`src/rtl/pipe_ctrl_if.sv`:
```
// pipe_ctrl_if
//  Interface that carries the request/response signals between the openmips
//  pipeline stages and the pipeline sequencing controller.
//  Signals:
//   stallreq_id_i   ID hazard stall request (level)
//   ex_start_i      EX begins a multi-cycle op this cycle
//   ex_cycles_i     total stall cycles of that op, sampled with ex_start_i
//   flush_req_i     redirect/exception request (single-cycle pulse)
//   flush_pc_i      redirect target, sampled with flush_req_i
//   stall_o         per-stage hold: [0]PC [1]IF/ID [2]ID/EX [3]EX/MEM [4]MEM/WB [5]WB
//   flush_o         clear all pipeline registers this cycle
//   new_pc_o        PC load value, valid while flush_o=1
//   ex_busy_o       EX multi-cycle op in progress
//   ex_done_o       pulse in the last stall cycle of an EX op
//   stall_cycles_o  stalled-cycle performance counter
//  Modports: master = pipeline side (drives requests), slave = controller.
interface pipe_ctrl_if #(
   parameter int CNT_W = 6,
   parameter int PC_W  = 32
);
   logic             stallreq_id_i;
   logic             ex_start_i;
   logic [CNT_W-1:0] ex_cycles_i;
   logic             flush_req_i;
   logic [PC_W-1:0]  flush_pc_i;
   logic [5:0]       stall_o;
   logic             flush_o;
   logic [PC_W-1:0]  new_pc_o;
   logic             ex_busy_o;
   logic             ex_done_o;
   logic [31:0]      stall_cycles_o;

   modport master (
      output stallreq_id_i, ex_start_i, ex_cycles_i, flush_req_i, flush_pc_i,
      input  stall_o, flush_o, new_pc_o, ex_busy_o, ex_done_o, stall_cycles_o
   );

   modport slave (
      input  stallreq_id_i, ex_start_i, ex_cycles_i, flush_req_i, flush_pc_i,
      output stall_o, flush_o, new_pc_o, ex_busy_o, ex_done_o, stall_cycles_o
   );
endinterface

```
`src/rtl/pipe_ctrl.sv`:
```
// pipe_ctrl
//  Pipeline sequencing controller for the 5-stage openmips core. Merges the ID
//  hazard stall and EX multi-cycle stall requests, owns the EX busy counter and
//  issues one-cycle pipeline flushes with a redirect PC.
//  Ports:
//   clk  system clock, all state on rising edge
//   rst  synchronous active-high reset
//   bus  pipe_ctrl_if.slave (requests in, stall/flush/status out)
//  Optional feature: define PIPE_CTRL_PERF_EN to enable the saturating
//  stalled-cycle counter on stall_cycles_o; otherwise it is tied to zero.
module pipe_ctrl #(
   parameter int CNT_W = 6,
   parameter int PC_W  = 32
) (
   input  logic      clk,
   input  logic      rst,
   pipe_ctrl_if.slave bus
);

   localparam logic [1:0] IDLE    = 2'd0;
   localparam logic [1:0] EX_BUSY = 2'd1;
   localparam logic [1:0] FLUSH   = 2'd2;

   localparam logic [5:0] STALL_ID = 6'b000111;
   localparam logic [5:0] STALL_EX = 6'b001111;

   logic [1:0]       state_q, state_d;
   logic [CNT_W-1:0] exCnt_q, exCnt_d;
   logic             flush_q, flush_d;
   logic [PC_W-1:0]  newPc_q, newPc_d;
   logic [5:0]       stallVec;
   logic             exDone;

   // Next-state and same-cycle outputs. A flush request always wins: it
   // suppresses any stall, aborts a running EX op without a done pulse and
   // captures the redirect PC. The EX counter is loaded with N-1 in the start
   // cycle, so the start cycle plus the EX_BUSY cycles add up to exactly N.
   // While reset is asserted the stall and done outputs are forced low so the
   // pipeline is never held by garbage state.
   always_comb begin
      state_d  = state_q;
      exCnt_d  = exCnt_q;
      flush_d  = 1'b0;
      newPc_d  = newPc_q;
      stallVec = 6'b000000;
      exDone   = 1'b0;
      case (state_q)
         IDLE: begin
            if (bus.flush_req_i) begin
               newPc_d = bus.flush_pc_i;
               flush_d = 1'b1;
               state_d = FLUSH;
            end else if (bus.ex_start_i && (bus.ex_cycles_i != '0)) begin
               stallVec = STALL_EX;
               exCnt_d  = bus.ex_cycles_i - CNT_W'(1);
               if (bus.ex_cycles_i == CNT_W'(1)) begin
                  exDone = 1'b1;
               end else begin
                  state_d = EX_BUSY;
               end
            end else if (bus.ex_start_i) begin
               stallVec = 6'b000000;
            end else if (bus.stallreq_id_i) begin
               stallVec = STALL_ID;
            end
         end
         EX_BUSY: begin
            if (bus.flush_req_i) begin
               exCnt_d = '0;
               newPc_d = bus.flush_pc_i;
               flush_d = 1'b1;
               state_d = FLUSH;
            end else begin
               stallVec = STALL_EX;
               exCnt_d  = exCnt_q - CNT_W'(1);
               if (exCnt_q == CNT_W'(1)) begin
                  exDone  = 1'b1;
                  state_d = IDLE;
               end
            end
         end
         FLUSH: begin
            if (bus.flush_req_i) begin
               newPc_d = bus.flush_pc_i;
               flush_d = 1'b1;
            end else begin
               state_d = IDLE;
            end
         end
         default: begin
            state_d = IDLE;
         end
      endcase
      if (rst) begin
         stallVec = 6'b000000;
         exDone   = 1'b0;
      end
   end

   // State registers. Reset discards any pending EX op or flush; the latched
   // PC is cleared too so new_pc_o starts from a known value.
   always_ff @(posedge clk) begin
      if (rst) begin
         state_q <= IDLE;
         exCnt_q <= '0;
         flush_q <= 1'b0;
         newPc_q <= '0;
      end else begin
         state_q <= state_d;
         exCnt_q <= exCnt_d;
         flush_q <= flush_d;
         newPc_q <= newPc_d;
      end
   end

`ifdef PIPE_CTRL_PERF_EN
   logic [31:0] stallCycles_q;

   // Count every cycle in which any stage is held, sticking at all-ones
   // rather than wrapping so a long run never reports a small number.
   always_ff @(posedge clk) begin
      if (rst) begin
         stallCycles_q <= '0;
      end else if ((stallVec != 6'b000000) && (stallCycles_q != 32'hFFFF_FFFF)) begin
         stallCycles_q <= stallCycles_q + 32'd1;
      end
   end

   assign bus.stall_cycles_o = stallCycles_q;
`else
   assign bus.stall_cycles_o = 32'h0;
`endif

   // Output mapping: stall and done are same-cycle, flush and PC registered.
   assign bus.stall_o   = stallVec;
   assign bus.ex_done_o = exDone;
   assign bus.ex_busy_o = (state_q == EX_BUSY);
   assign bus.flush_o   = flush_q;
   assign bus.new_pc_o  = newPc_q;

endmodule

```
`src/flat_wrapper.sv`:
```
// flat-port wrapper written by rule: the top's interface ports become plain ports
module pipe_ctrl_flat 
#(
   parameter int CNT_W = 6,
   parameter int PC_W  = 32
)
  (clk, rst, bus_stallreq_id_i, bus_ex_start_i, bus_ex_cycles_i, bus_flush_req_i, bus_flush_pc_i, bus_stall_o, bus_flush_o, bus_new_pc_o, bus_ex_busy_o, bus_ex_done_o, bus_stall_cycles_o);
  pipe_ctrl_if #(.CNT_W(CNT_W), .PC_W(PC_W)) bus_i ();
  input  logic clk;
  input  logic rst;
  input wire logic [$bits(bus_i.stallreq_id_i)-1:0] bus_stallreq_id_i;
  input wire logic [$bits(bus_i.ex_start_i)-1:0] bus_ex_start_i;
  input wire logic [$bits(bus_i.ex_cycles_i)-1:0] bus_ex_cycles_i;
  input wire logic [$bits(bus_i.flush_req_i)-1:0] bus_flush_req_i;
  input wire logic [$bits(bus_i.flush_pc_i)-1:0] bus_flush_pc_i;
  output wire logic [$bits(bus_i.stall_o)-1:0] bus_stall_o;
  output wire logic [$bits(bus_i.flush_o)-1:0] bus_flush_o;
  output wire logic [$bits(bus_i.new_pc_o)-1:0] bus_new_pc_o;
  output wire logic [$bits(bus_i.ex_busy_o)-1:0] bus_ex_busy_o;
  output wire logic [$bits(bus_i.ex_done_o)-1:0] bus_ex_done_o;
  output wire logic [$bits(bus_i.stall_cycles_o)-1:0] bus_stall_cycles_o;
  assign bus_i.stallreq_id_i = bus_stallreq_id_i;
  assign bus_i.ex_start_i = bus_ex_start_i;
  assign bus_i.ex_cycles_i = bus_ex_cycles_i;
  assign bus_i.flush_req_i = bus_flush_req_i;
  assign bus_i.flush_pc_i = bus_flush_pc_i;
  assign bus_stall_o = bus_i.stall_o;
  assign bus_flush_o = bus_i.flush_o;
  assign bus_new_pc_o = bus_i.new_pc_o;
  assign bus_ex_busy_o = bus_i.ex_busy_o;
  assign bus_ex_done_o = bus_i.ex_done_o;
  assign bus_stall_cycles_o = bus_i.stall_cycles_o;
  pipe_ctrl #(.CNT_W(CNT_W), .PC_W(PC_W)) u_core (.clk(clk), .rst(rst), .bus(bus_i));
endmodule
```
`config.mk`:
```
export PLATFORM = sky130hd
export DESIGN_NAME = pipe_ctrl_flat
export DESIGN_NICKNAME = d
export VERILOG_FILES = /design/src/rtl/pipe_ctrl_if.sv /design/src/rtl/pipe_ctrl.sv /design/src/flat_wrapper.sv
export SDC_FILE = /design/constraint.sdc
export NUM_CORES = 1
export LEC_CHECK = 0
export CAP_MARGIN = 20
export CORE_UTILIZATION = 30
export DETAILED_ROUTE_END_ITERATION = 7
export PLACE_DENSITY = 0.75
export SETUP_SLACK_MARGIN = 0.4
export SYNTH_ARGS = -nofsm -noshare
export SYNTH_HDL_FRONTEND = slang
export SYNTH_SLANG_ARGS = --single-unit
```
`constraint.sdc`:
```
create_clock -name clk -period 2 [get_ports clk]
set_input_delay 0.4 -clock clk [delete_from_list [all_inputs] [get_ports clk]]
set_output_delay 0.4 -clock clk [all_outputs]
set_load 0.1 [all_outputs]
```
Word level (Yosys, flattened, before mapping)

Index checks and enable logic that the tools add are counted.

Register bits: 41
Latch bits: 0
Bits in writable memories: 0
Bits in read-only memories: 0
Output and inout bits: 73
Word-level logic and storage cells: 52
Memories: 0

Add/sub/neg operators: 2
Multiply operators: 0
Div/mod/pow operators: 0
$lt $le $gt $ge: 0
Eq/ne operators: 10
Shifts and indexed selects: 0
Multiplexer cells: 26
Bitwise gates (word level): 1
Reduce and logical (&&, ||, !) cells: 9

Operators with widths:

| operator                                                                 | count |
|---|---|
| 6-bit 2-to-1 mux                                                         | 7 |
| 6-bit one-hot mux with 2 select lines                                    | 2 |
| 6-bit by 1-bit == test with 1-bit output (second input constant)         | 2 |
| 2-bit 2-to-1 mux                                                         | 6 |
| 6-bit by 1-bit subtractor with 6-bit output (second input constant)      | 2 |
| 1-bit 2-to-1 mux                                                         | 7 |
| 3-bit by 2-bit inequality test with 1-bit output (second input constant) | 2 |
| 2-bit one-hot mux with 3 select lines                                    | 1 |
| 6-bit nonzero test                                                       | 1 |
| 4-bit 2-to-1 mux                                                         | 1 |
| 2-bit inequality test (second input constant)                            | 2 |
| 4-bit AND reduction                                                      | 1 |
| 3-bit 2-to-1 mux                                                         | 1 |
| 3-bit inequality test (second input constant)                            | 1 |
| 3-bit AND reduction                                                      | 1 |
| 3-bit OR reduction                                                       | 1 |
| 2-bit by 1-bit == test with 1-bit output (second input constant)         | 1 |
| 2-bit == test (second input constant)                                    | 1 |
| 2-bit zero test                                                          | 1 |
| 2-bit by 1-bit inequality test with 1-bit output (second input constant) | 1 |
| 1-bit one-hot mux with 2 select lines                                    | 1 |
| 2-bit AND reduction                                                      | 1 |
| 2-bit nonzero test                                                       | 1 |
| 2-bit OR reduction                                                       | 1 |
| other kinds (2)                                                          | 2 |

Logic depth before layout (Yosys ltp)

Gate-level depths: netlist (run 1).

Word-level depth: 6
Mapped depth: 6
Mapped depth without buffers: 6

Worst setup path before layout (run 1)

OpenSTA, ideal clock, no wires.

Path type: input to output
From: in bus_flush_req_i
To: out bus_stall_o[1]
Arrival: 2.719 ns
Required time: 1.600 ns
Setup slack: -1.119 ns
Stages: 4
Buffers on the path: 2
Cells stage by stage: buf_6 > or3_1 > nor2_1 > buf_4

Word-level cells in the longest chain between the ends: 3

RTL lines:

| element                                              | line                             | RTL |
|---|---|---|
| from (decl)                                          | flat_wrapper.sv:14               | `input wire logic [$bits(bus_i.flush_req_i)-1:0] bus_flush_req_i;` |
| 4-bit 2-to-1 mux or 6-bit 2-to-1 mux (tied branches) | pipe_ctrl.sv:68, pipe_ctrl.sv:49 |  |
| 6-bit one-hot mux with 2 select lines (*)            | pipe_ctrl.sv:47                  | `case (state_q)` |
| 6-bit 2-to-1 mux (*)                                 | pipe_ctrl.sv:94                  | `if (rst) begin` |
| to (decl)                                            | flat_wrapper.sv:16               | `output wire logic [$bits(bus_i.stall_o)-1:0] bus_stall_o;` |

Every way passes the cells marked *; elsewhere a longest branch is shown, timed or not.

Worst setup path in the final report (run 1)

From: reg u_core.exCnt_q[3]
To: out bus_ex_done_o

Word-level cells in the longest chain between the ends: 5

RTL lines:

| element                                  | line               | RTL |
|---|---|---|
| from (decl)                              | pipe_ctrl.sv:28    | `logic [CNT_W-1:0] exCnt_q, exCnt_d;` |
| from (signal assigned)                   | pipe_ctrl.sv:110   | `exCnt_q <= exCnt_d;` |
| 6-bit by 1-bit == test with 1-bit output | pipe_ctrl.sv:76    | `if (exCnt_q == CNT_W'(1)) begin` |
| 1-bit 2-to-1 mux                         | pipe_ctrl.sv:76    |  |
| 1-bit 2-to-1 mux                         | pipe_ctrl.sv:68    | `if (bus.flush_req_i) begin` |
| 1-bit one-hot mux with 2 select lines    | pipe_ctrl.sv:47    |  |
| 1-bit 2-to-1 mux                         | pipe_ctrl.sv:94    |  |
| to (decl)                                | flat_wrapper.sv:20 | `output wire logic [$bits(bus_i.ex_done_o)-1:0] bus_ex_done_o;` |

No other way between the ends.

==> out/qor.yml, run 1 <==
r2r_start: "u_core.exCnt_q[3]"
rsz0062_at_grt: "true"
grt_overflow_total: 0
clockBufferDepth: 2
finClkSkew_ns: 0.004119
drive_gt1_frac: 0.3386
synthAdderAreaFrac: 0.02410
ys.flop_type: "dfxtp_1"
hp-class: "reg2reg"
die_h_um: 85.21
yosysWarnings: 0
cts_tree: "done"
io_pins: 116
cp.arrival_ns: 1.45
crit_cells: 4
ys_seq_area_frac: 0.3952
cp-endpoint: "bus_ex_done_o"
p_total_mw: 2.504
critPathBufInv: 1
stdcell_count: 458
rows: 29
synth-seq-cells: 41
cts.reportedPaths.clkPinSlew_ns: 0.08
syn_inst: 268
final_util: 0.5136
io_buffers: 81
postLayoutCellArea_um2: 3354
grt_max_degree: 43
max_stage_delay_ns: 0.36
worstSetupPathType: "reg2out"
drt_iter0_drc: 88
netSwitchingFraction: 0.4403
synth_compound_area_frac: 0.1548
remaining_drc_errors: 0
ff2ff_path_depth: 11
ys_async_sr_fraction: 0
crit_required_ns: 1.60
preCtsSetupSlack_ns: -0.4203
seqCellArea_um2: 837.1
sequentialPowerShare: 0.359
antenna_left: 0
synth_common_cells: "nand2_1, dfxtp_1, a21oi_1"
cap_viol_max_count: 0
vias_per_cell: 4.563
synth_top_family_by_area: "simple AND/OR/NAND/NOR gates"
place_inst: 428
insertion_delay_ns: 0.29
switchingPower_mw: 1.102
p_leak_nw: 1.437
cts_root_buf: "clkbuf_8"
core-area_um2: 6531
drv_slew: 0
place_congestion: 0.8608
intPower_mw: 1.401
hpwl_um: 3825
fin_ws_ns: 0.1492
startpoint_type: "flop"
syn2layout_area_growth_pct: 61.51
cp_cell_sequence: "nor3_4 -> nand4b_1 -> a21oi_4 -> buf_12"
fin_crit_sh: 0.9254
ff2ff_setup_slack_ns: 0.29
synth.cell_area_um2: 2077
dpl_cell_area_um2: 2988
wl_um: 5591
start_util: 0.3180
tns_ns: 0
firstDrtPassIters: 4
grt_antenna_before_repair: 0
synth_cell_types: 37
crit_start: "u_core.exCnt_q[3]"
powerDensity_nw_per_um2: 746.3
synth_edf_count: 0
wl_per_cell_um: 12.21
track_usage: 0.1535
critPathTopFamily: "simple AND/OR/NAND/NOR gates"
die_width_um: 85.21
fin_nets: 427
dieArea_um2: 7260
vdd_drop_max_mv: 0.4738
grt_pass1_vias: 1964
grt_first_pass_wirelength_um: 8990
rr_endpoint: "u_core.exCnt_q[5]"
num_vias: 2090
crit_path_end_kind: "output port"
setup_viol: 0
synth_most_common_cell: "nand2_1"
max_freq_mhz: 540.3
synthMuxAreaShare: 0
multi_input_area_um2: 1165
cts_buffers: 5
netlist.area_leader.share: 0.3952
finalHoldViolations: 0
outcome: "complete, no violations"
yosys.area_share.simple: 0.2361
clkPwrFrac: 0.214
crit_path_max_fanout: 4
htree_levels: 2
clock-sinks: 41
syn_avg_cell_area_um2: 7.750
netlist_top_cells_area: "dfxtp_1, buf_4, nand2_1"
fin_crit_ns: 1.851
antennaDiodeCount: 0
crit_slowest_cell: "dfxtp_2"
holdWs_ns: 0.4559
comb_power_share: 0.427
synthXorXnorAreaFrac: 0.01687
yosys.area.top_type: "dfxtp_1"
fillerInstances: 611
-- logic make-up (layout without fill, tap and decap cells) --
logic type	after synthesis	in the layout
simple gates	111	111
buf+inv	55	135
compound gates	52	52
flops	41	41
fa+ha+maj	4	4
xor+xnor	4	4
other cells	1	34
-- sequential cells by signal, indices dropped and copies added, names as in the netlist --
| name | count |
|---|---|
| u_core.bus.new_pc_o | 32 |
| u_core.exCnt_q | 6 |
| u_core.state_q | 2 |
| u_core.bus.flush_o | 1 |
-- cell type report --
class	count	area share
inverters	5	0.01119
flip-flops and latches	41	0.2495
clock inverters	3	0.005222
repair buffers	122	0.3376
multi-input cells	205	0.3473
clock buffers	5	0.02051
well taps	77	0.02872
-- worst reg2reg max path, cell delays in order, from the launching register on --
cell and delay (ns):
dfxtp_2 0.36, nor3_4 0.19, buf_4 0.14, buf_6 0.08, buf_6 0.08, buf_6 0.08
buf_6 0.08, buf_6 0.08, buf_6 0.08, nand3_2 0.07, xor2_1 0.14, o311ai_1 0.24
-- power by group through the flow --
stage / sequential (mW) / clock, mW / combinational [mW]
6_report: 0.899 / 0.536 / 1.07
5_1_grt: 0.905 / 0.590 / 1.11
4_1_cts: 0.898 / 0.559 / 1.02
3_5_place_dp: 0.915 / 0 / 0.977
3_3_place_gp: 0.914 / 0 / 0.972
2_1_floorplan: 1.18 / 0 / 0.535
-- timing repair --
action                     4_1_cts  5_1_grt
setup endpoints to repair       13       11
gates resized for setup         50       21
setup buffers                   14        8
hold buffers                     0        0
pin swaps                       16       10
-- cells in the final DEF (no fill, tap or decap), types with 3 or more instances in the layout --
| master | netlist | layout |
|---|---|---|
| xnor2_1 | 3 | 3 |
| buf_12 | 0 | 6 |
| nand3_2 | 0 | 3 |
| clkdlybuf4s50_1 | 0 | 32 |
| nand3_1 | 9 | 6 |
| a21oi_1 | 38 | 34 |
| buf_6 | 1 | 8 |
| dfxtp_2 | 0 | 4 |
| nand4b_1 | 3 | 3 |
| dfxtp_4 | 0 | 3 |
| a21oi_2 | 0 | 3 |
| nor2_1 | 13 | 9 |
| conb_1 | 1 | 34 |
| nand2_1 | 71 | 71 |
| buf_8 | 0 | 3 |
| buf_4 | 36 | 67 |
| clkbuf_8 | 0 | 5 |
| dfxtp_1 | 41 | 34 |
| ha_1 | 4 | 3 |
-- how the worst min path moves through the flow --
stage | start | to | slack (ns) | cells after the start
2_1_floorplan | u_core.exCnt_q[2] | u_core.exCnt_q[2] | 0.51 | 2
3_3_place_gp | u_core.bus.new_pc_o[21] | u_core.bus.new_pc_o[21] | 0.44 | 2
3_5_place_dp | u_core.bus.new_pc_o[0] | u_core.bus.new_pc_o[0] | 0.45 | 2
4_1_cts | u_core.bus.new_pc_o[0] | u_core.bus.new_pc_o[0] | 0.46 | 2
5_1_grt | u_core.bus.new_pc_o[4] | u_core.bus.new_pc_o[4] | 0.48 | 2
6_report | u_core.bus.new_pc_o[0] | u_core.bus.new_pc_o[0] | 0.46 | 2
-- per-layer routing --
metal  part of all wire  vias to the layer above  wire length, um  track usage
li1                   -                     1052                -            -
met1               0.44                      964             2445       0.1859
met2               0.51                       63             2843       0.2713
met3              0.040                       11              221      0.03988
met4              0.014                        0               80      0.03698
met5                  0                        -                0            0
Power figures use the tool's default switching activity.
==> inputs of run 2 (changes only) <==
- ABC_CLOCK_PERIOD_IN_PS: default -> 2000
- TNS_END_PERCENT: default -> 20
==> out/qor.yml, run 2 (synthesized netlist as in run 1, its figures left out) <==
outcome: "complete, no violations"  # unchanged
start_util: 0.3180  # unchanged
die_h_um: 85.21  # unchanged
tns_ns: 0  # unchanged
insertion_delay_ns: 0.29  # about the same
firstDrtPassIters: 4  # unchanged
grt_max_degree: 43  # unchanged
holdWs_ns: 0.4546  # was 0.4559 ns
grt_first_pass_wirelength_um: 8438  # was 8990 um
startpoint_type: "flop"  # unchanged
rows: 29  # unchanged
rsz0062_at_grt: "true"  # unchanged
grt_overflow_total: 0  # unchanged
cts_tree: "done"  # unchanged
ff2ff_path_depth: 5  # was 11
track_usage: 0.1427  # was 0.1535
setup_viol: 0  # unchanged
final_cell_mix: "nand2_1, buf_4, dfxtp_1, a21oi_1, conb_1"  # was nand2_1, buf_4, a21oi_1, conb_1, dfxtp_1
grt_pass1_vias: 1865  # was 1964
io_pins: 116  # unchanged
cts.reportedPaths.clkPinSlew_ns: 0.08  # about the same
htree_levels: 2  # unchanged
fin_crit_ns: 1.950  # was 1.851 ns
place_congestion: 0.8085  # was 0.8608
powerDensity_nw_per_um2: 777.8  # was 746.3 nW/um^2
ctsHoldBuffers: 0  # unchanged
fin_ws_ns: 0.04997  # was 0.1492 ns
remaining_drc_errors: 0  # unchanged
max_freq_mhz: 512.8  # was 540.3 MHz
grt_antenna_before_repair: 0  # unchanged
crit_path_max_fanout: 4  # unchanged
preCtsSetupSlack_ns: -0.3202  # was -0.4203 ns
fin_crit_sh: 0.9750  # was 0.9254
die_width_um: 85.21  # unchanged
wl_per_cell_um: 11.78  # was 12.21 um
p_total_mw: 2.466  # was 2.504 mW
clockBufferDepth: 2  # unchanged
antenna_left: 0  # unchanged
wl_um: 5230  # was 5591 um
drive_gt1_frac: 0.2861  # was 0.3386
num_vias: 2039  # was 2090
antennaDiodeCount: 0  # unchanged
drv_slew: 0  # unchanged
finalHoldViolations: 0  # unchanged
hp-class: "reg2reg"  # unchanged
cp.arrival_ns: 1.55  # was 1.45 ns
fin_nets: 413  # was 427
layout_commonest_cell: "nand2_1"  # unchanged
vdd_drop_max_mv: 0.4023  # was 0.4738 mV
hold_path_depth: 2  # unchanged
io_buffers: 81  # unchanged
p_leak_nw: 1.354  # was 1.437 nW
largest_reg_flops: 32  # unchanged
vias_per_cell: 4.592  # was 4.563
worstSetupPathType: "reg2out"  # unchanged
hpwl_um: 3689  # was 3825 um
crit_required_ns: 1.60  # about the same
clock-sinks: 41  # unchanged
core-area_um2: 6531  # unchanged
cts_buffers: 5  # unchanged
dieArea_um2: 7260  # unchanged
crit_path_end_kind: "output port"  # unchanged
finClkSkew_ns: 0.005128  # was 0.004119 ns
cap_viol_max_count: 0  # unchanged
cts_root_buf: "clkbuf_8"  # unchanged
syn2layout_area_growth_pct: 52.65  # was 61.51%
drt_iter0_drc: 86  # was 88
run 2: cell count changes in the layout (fill, tap and decap cells not counted), moves of 3 or more:
cell	previous run	this run
buf_4	67	58
inv_2	1	4
buf_6	8	2
dfxtp_1	34	38
run 2: final timing paths:
| check | end | start | slack [ns] |
|---|---|---|---|
| worst max-delay path | bus_ex_done_o | u_core.exCnt_q[3] | 0.05 |
| worst min-delay path | u_core.bus.new_pc_o[0] | u_core.bus.new_pc_o[0] | 0.45 |
| worst max register to register | u_core.exCnt_q[0] | u_core.state_q[1] | 0.42 |
| worst min register to register | u_core.bus.new_pc_o[0] | u_core.bus.new_pc_o[0] | 0.45 |
run 2: repair_timing:
item | CTS | global route
gates resized for setup | 38 | 17
hold endpoints to repair | 0 | 0
buffers inserted | 3 | 3
cloned | 0 | 0
endpoints found under the setup margin | 13 | 12
pin swaps | 11 | 10
run 2: through the flow:
stage / instance area (um^2) / util / instances
4_1_cts: 3134 / 0.4799 / 441
5_1_grt: 3171 / 0.4854 / 444
3_3_place_gp: 2959 / 0.4531 / 430
6_report: 3171 / 0.4854 / 444
3_5_place_dp: 2959 / 0.4531 / 430
2_1_floorplan: 2270 / - / 301
run 2: cell type report:
type                    instances  area, um^2
multi-input cells             205        1140
flip-flops and latches         41       827.0
clock inverters                 2       13.76
inverters                       5       18.77
clock buffers                   6       82.58
fillers                       650        3361
well taps                      77       96.34
repair buffers                108       992.2
run 2: critical path, cell delays in order, from the launching register on:
cell	delay, ns
dfxtp_2	0.36
nor3_4	0.25
nand4b_1	0.24
a21oi_4	0.23
buf_12	0.19
run 2: power breakdown:
group          internal (mW)  switching (mW)  total (mW)
combinational          0.240           0.751       0.992
clock                  0.280           0.297       0.577
sequential             0.864          0.0329       0.897
run 2: per-layer routing:
metal / track usage / vias to the layer above / share of wire
li1: - / 1018 / -
met1: 0.1671 / 945 / 0.41
met2: 0.2559 / 71 / 0.52
met3: 0.03988 / 5 / 0.062
met4: 0.03698 / 0 / 0.0059
met5: 0 / - / 0
